===== src/rtl/vga_pattern_gen.sv =====
// Test-pattern pixel stage for a VGA pipeline: turns beam position into a registered
// 3-bit RGB pixel, keeps the sync outputs aligned, and switches patterns on frame boundaries.
module vga_pattern_gen #(
    parameter int H_ACTIVE        = 640,
    parameter int V_ACTIVE        = 480,
    parameter int BOX_SIZE        = 32,
    parameter int CHK_LOG2        = 5,
    parameter bit SYNC_ACTIVE_LOW = 1'b1
) (
    input  logic       clk,
    input  logic       rst_n,
    input  logic [9:0] x_in,
    input  logic [8:0] y_in,
    input  logic       in_display,
    input  logic       hsync_in,
    input  logic       vsync_in,
    input  logic       mode_next,
    output logic [2:0] pixel,
    output logic       hsync_out,
    output logic       vsync_out,
    output logic [1:0] mode,
    output logic [7:0] frame_count
);

    typedef enum logic [1:0] {
        PAT_BARS  = 2'd0,
        PAT_CHECK = 2'd1,
        PAT_BOX   = 2'd2,
        PAT_CYCLE = 2'd3
    } pattern_t;

    localparam logic        SYNC_IDLE = SYNC_ACTIVE_LOW ? 1'b1 : 1'b0;
    localparam logic [9:0]  XMAX      = 10'(H_ACTIVE - BOX_SIZE);
    localparam logic [8:0]  YMAX      = 9'(V_ACTIVE - BOX_SIZE);
    localparam logic [10:0] BOX_W_X   = 11'(BOX_SIZE);
    localparam logic [9:0]  BOX_W_Y   = 10'(BOX_SIZE);
    localparam int          BAR_WIDTH = H_ACTIVE / 8;

    pattern_t   pattern_reg, pattern_next;
    logic       pending_reg, pending_next;
    logic [7:0] frame_count_reg, frame_count_next;
    logic [9:0] box_x_reg, box_x_next;
    logic [8:0] box_y_reg, box_y_next;
    logic       dir_x_reg, dir_x_next;
    logic       dir_y_reg, dir_y_next;
    logic       vsync_prev_reg;
    logic       hsync_out_reg, vsync_out_reg;
    logic [2:0] pixel_reg, pixel_next;

    logic       frame_tick;
    logic [6:0] bar_hit;
    logic [2:0] bar_idx;
    logic [10:0] box_x_end;
    logic [9:0]  box_y_end;
    logic        in_box;

    // A tick marks the first cycle in which vsync becomes active.
    assign frame_tick = (vsync_in != SYNC_IDLE) && (vsync_prev_reg == SYNC_IDLE);

    genvar gi;
    generate
        for (gi = 1; gi < 8; gi++) begin : g_bar
            assign bar_hit[gi-1] = (x_in >= 10'(gi * BAR_WIDTH));
        end
    endgenerate

    always_comb begin
        bar_idx = 3'd0;
        for (int k = 0; k < 7; k++) begin
            bar_idx = bar_idx + {2'b00, bar_hit[k]};
        end
    end

    assign box_x_end = {1'b0, box_x_reg} + BOX_W_X;
    assign box_y_end = {1'b0, box_y_reg} + BOX_W_Y;
    assign in_box    = ({1'b0, x_in} >= {1'b0, box_x_reg}) && ({1'b0, x_in} < box_x_end) &&
                       ({1'b0, y_in} >= {1'b0, box_y_reg}) && ({1'b0, y_in} < box_y_end);

    // Pixel uses the currently registered mode/box/frame state; updates land one cycle later.
    always_comb begin
        pixel_next = 3'd0;
        if (in_display) begin
            case (pattern_reg)
                PAT_BARS:  pixel_next = 3'd7 - bar_idx;
                PAT_CHECK: pixel_next = (x_in[CHK_LOG2] ^ y_in[CHK_LOG2]) ? 3'b111 : 3'b000;
                PAT_BOX:   pixel_next = in_box ? 3'b111 : 3'b001;
                PAT_CYCLE: pixel_next = frame_count_reg[7:5];
                default:   pixel_next = 3'd0;
            endcase
        end
    end

    // Mode control: requests collapse into one pending flag, consumed only at a frame tick.
    always_comb begin
        pattern_next     = pattern_reg;
        pending_next     = pending_reg;
        frame_count_next = frame_count_reg;
        if (frame_tick) begin
            frame_count_next = frame_count_reg + 8'd1;
            pending_next     = 1'b0;
            if (pending_reg || mode_next) begin
                pattern_next = pattern_t'(pattern_reg + 2'd1);
            end
        end else if (mode_next) begin
            pending_next = 1'b1;
        end
    end

    always_comb begin
        box_x_next = box_x_reg;
        box_y_next = box_y_reg;
        dir_x_next = dir_x_reg;
        dir_y_next = dir_y_reg;
        if (frame_tick) begin
            if (dir_x_reg) begin
                if (box_x_reg == XMAX) begin
                    dir_x_next = 1'b0;
                    box_x_next = XMAX - 10'd1;
                end else begin
                    box_x_next = box_x_reg + 10'd1;
                end
            end else begin
                if (box_x_reg == 10'd0) begin
                    dir_x_next = 1'b1;
                    box_x_next = 10'd1;
                end else begin
                    box_x_next = box_x_reg - 10'd1;
                end
            end
            if (dir_y_reg) begin
                if (box_y_reg == YMAX) begin
                    dir_y_next = 1'b0;
                    box_y_next = YMAX - 9'd1;
                end else begin
                    box_y_next = box_y_reg + 9'd1;
                end
            end else begin
                if (box_y_reg == 9'd0) begin
                    dir_y_next = 1'b1;
                    box_y_next = 9'd1;
                end else begin
                    box_y_next = box_y_reg - 9'd1;
                end
            end
        end
    end

    always_ff @(posedge clk or negedge rst_n) begin
        if (!rst_n) begin
            pattern_reg     <= PAT_BARS;
            pending_reg     <= 1'b0;
            frame_count_reg <= 8'd0;
            box_x_reg       <= 10'd0;
            box_y_reg       <= 9'd0;
            dir_x_reg       <= 1'b1;
            dir_y_reg       <= 1'b1;
            vsync_prev_reg  <= SYNC_IDLE;
            hsync_out_reg   <= SYNC_IDLE;
            vsync_out_reg   <= SYNC_IDLE;
            pixel_reg       <= 3'd0;
        end else begin
            pattern_reg     <= pattern_next;
            pending_reg     <= pending_next;
            frame_count_reg <= frame_count_next;
            box_x_reg       <= box_x_next;
            box_y_reg       <= box_y_next;
            dir_x_reg       <= dir_x_next;
            dir_y_reg       <= dir_y_next;
            vsync_prev_reg  <= vsync_in;
            hsync_out_reg   <= hsync_in;
            vsync_out_reg   <= vsync_in;
            pixel_reg       <= pixel_next;
        end
    end

    assign pixel       = pixel_reg;
    assign hsync_out   = hsync_out_reg;
    assign vsync_out   = vsync_out_reg;
    assign mode        = pattern_reg;
    assign frame_count = frame_count_reg;

endmodule


===== config.mk =====
export PLATFORM = sky130hd
export DESIGN_NAME = vga_pattern_gen
export DESIGN_NICKNAME = d
export VERILOG_FILES = /design/src/rtl/vga_pattern_gen.sv
export SDC_FILE = /design/constraint.sdc
export NUM_CORES = 1
export LEC_CHECK = 0
export ABC_AREA = 1
export CAP_MARGIN = 20
export CORE_MARGIN = 5
export CORE_UTILIZATION = 35
export CTS_CLUSTER_DIAMETER = 80
export CTS_CLUSTER_SIZE = 40
export DETAILED_ROUTE_END_ITERATION = 12
export SETUP_SLACK_MARGIN = 0.4
export SLEW_MARGIN = 25
export SYNTH_ARGS = -nofsm -noshare
export SYNTH_HDL_FRONTEND = slang
export SYNTH_SLANG_ARGS = --single-unit
export TNS_END_PERCENT = 50

===== constraint.sdc =====
create_clock -name clk -period 2 [get_ports clk]
set_input_delay 0.2 -clock clk [delete_from_list [all_inputs] [get_ports clk]]
set_output_delay 0.2 -clock clk [all_outputs]
set_load 0.005 [all_outputs]

==> run summary <==
Run status = finished, violations left
Failing checks = negative setup slack
Syn. warnings = 0
RSZ-0062 raised after global routing = yes
Final worst slack = -55.3 ps
Iter 0 DRT Violations = 218
Post-DP HPWL = 6830 µm
Cell area after synthesis = 0.00356 mm²
Port bufs = 39
Die X = 111 µm
Leak = 2.23 nW
Post-synth cell types = 43
Design area = 0.00479 mm²
Pwr Total = 5.55 mW
Crit share post-route = 103%
Max Freq = 487 MHz
Root buffer cell = clkbuf_8
Commonest non-fill, non-tap cell in the layout = nand2_1
Post-route DRC = 0
Average cell area after synthesis = 7.22 µm²
Core box area = 0.00986 mm²
Clock Latency Late Sink = 300 ps
Final Util = 48.6%
Endpoints failing hold = 0
Fillers = 949
Sequential-to-total area share from yosys stat = 26.2%
Syn nets = 565
Crit path arrival time = 2230 ps
Remaining global-route overflow = 0
Critical path class = in2reg
Final wirelength = 9140 µm
GP Congestion = 0.861
Vias = 3453
Minimum clock period = 2060 ps
Drt first pass iters = 5
GRT Total Usage = 14.7%
Mapped Cells = 493
Die ar. = 0.0123 mm²
Initial Utilization = 36.1%
H-Tree Depth = 2
CTS tree = yes
Max clock buf depth = 2
Area grow syn2layout = 34.7%
Worst VDD drop = 0.572 mV
Number of CTS-inserted buffers = 5
PwrDens = 1160 mW/mm²
Max-Cap Viols = 0
Clk slew on worst S/H paths = 80 ps
Via density = 4.88
Final Max Slew Viols = 0
Post-layout net count = 647
Skew final = 5.10 ps
#FFs+latches synth = 37
Most frequent cells in the layout = 112 x nand2_1, 52 x inv_1, 41 x nor2_1, 39 x buf_4, 37 x ha_1
Worst-margin pin slew = 391 ps
# rows = 36
Initial antenna violation count = 0
Area after DPL = 0.00429 mm²
ANT nets after route = 0
Largest register FFs = 10
Ant. Diodes = 0
Slew headroom = 73.7%
WL/cell = 12.9 µm
Share of layout cells above drive strength 1 = 24.3%
Clock Sink Count = 37
First-pass GRT wire length = 15100 µm
Final setup fails = 2
Boundary Pins = 40
CP Max Fanout = 7
Setup crit end kind = register
CP startpoint kind = primary input
Die Ht = 111 µm
Fin Setup TNS = -99.0 ps
Vias in the first global route = 3232
CP Data Required Time = 2180 ps
Largest net degree at the start of global routing = 38
HP Class = in2reg
[final timing paths]
check / to / slack [ps] / startpoint / cells past startpoint
max in group asynchronous: dir_x_reg$_DFFE_PN1P_ / 1340 / rst_n / 3
max: pixel[2]$_DFF_PN0_ / -60 / x_in[9] / 10
min: hsync_out$_DFF_PN1_ / 310 / hsync_in / 1
min in group asynchronous: pixel[2]$_DFF_PN0_ / 390 / rst_n / 3
max reg2reg: pixel[2]$_DFF_PN0_ / 120 / box_x_reg[5]$_DFFE_PN0P_ / 12
min reg2reg: frame_count[7]$_DFFE_PN0P_ / 510 / frame_count[7]$_DFFE_PN0P_ / 1
[timing repair]
item,4_1_cts,5_1_grt
pin swaps,20,28
setup endpoints to repair,24,25
endpoints found under the hold margin,33,0
hold buffers,1,0
gates resized for setup,65,39
setup buffers,12,6
[through the flow]
step | setup slack (ps) | hold slack [ps] | cells
4_1_cts | -53.6 | 301 | 702
6_report | -55.3 | 305 | 708
5_1_grt | -117 | 285 | 708
3_5_place_dp | -932 | 193 | 682
2_1_floorplan | -132 | -95.6 | 493
3_3_place_gp | -895 | 189 | 682
[routing by layer]
metal  track usage [%]  part of all wire (%)  vias to the layer above
met2              24.5                    47                       73
li1                  -                     -                     1778
met3              2.78                   3.4                        8
met1              19.7                    49                     1594
met4              3.20                   1.1                        0
met5                 0                     0                        -
[cells in the mapped netlist, drive strengths merged]
cell	instances	share of area, %
nand2	118	13
inv	68	7.2
nor2	58	6.7
ha	44	15
o21ai	35	5.5
dfrtp	33	23
nand3	33	5.4
a21oi	31	4.7
xor2	23	5.7
buf	8	1.5
nor3	6	1.6
dfstp	4	3.0
nand4	4	0.70
xnor2	4	0.98
a211oi	3	0.63
fa	3	1.7
o22ai	3	0.53
a21boi	2	0.42
a21o	2	0.42
a31oi	2	0.35
a31o	1	0.25
a41oi	1	0.25
and3	1	0.18
clkinv	1	0.11
nand3b	1	0.21
o2111ai	1	0.25
o211ai	1	0.21
o21a	1	0.21
or2	1	0.25
[power breakdown]
part           leakage, nW  internal, mW  switching, mW
Clock               0.0433         0.273          0.292
Combinational         1.75          1.62           1.93
Sequential           0.441          1.04          0.400
[final cells by class]
type,instances,area [µm²],share of cell area [%]
clock buffers,6,82.6,1.72
clock inverters,1,7.51,0.157
inverters,69,264,5.51
multi-input cells,379,2570,53.6
flip-flops and latches,37,932,19.5
well taps,133,166,3.47
repair buffers,83,773,16.1
[cells by family after synthesis]
logic type / Yosys count / synth area share (%)
AND/OR/NAND/NOR: 222 / 27.5
AO/OA/AOI/OAI: 83 / 13.6
flip-flops: 37 / 26.2
adder cells (fa/ha/maj): 47 / 17.2
buffers and inverters: 77 / 8.83
XOR/XNOR: 27 / 6.65
[critical path: stages]
cell     delay, ps
buf_2          180
nor2_4         140
o21ai_1        110
fa_1           480
ha_2           200
fa_1           450
ha_2           200
xnor2_2        120
o21ai_1        110
a21oi_1         50
Note: power is estimated with default switching activity, not from simulation.
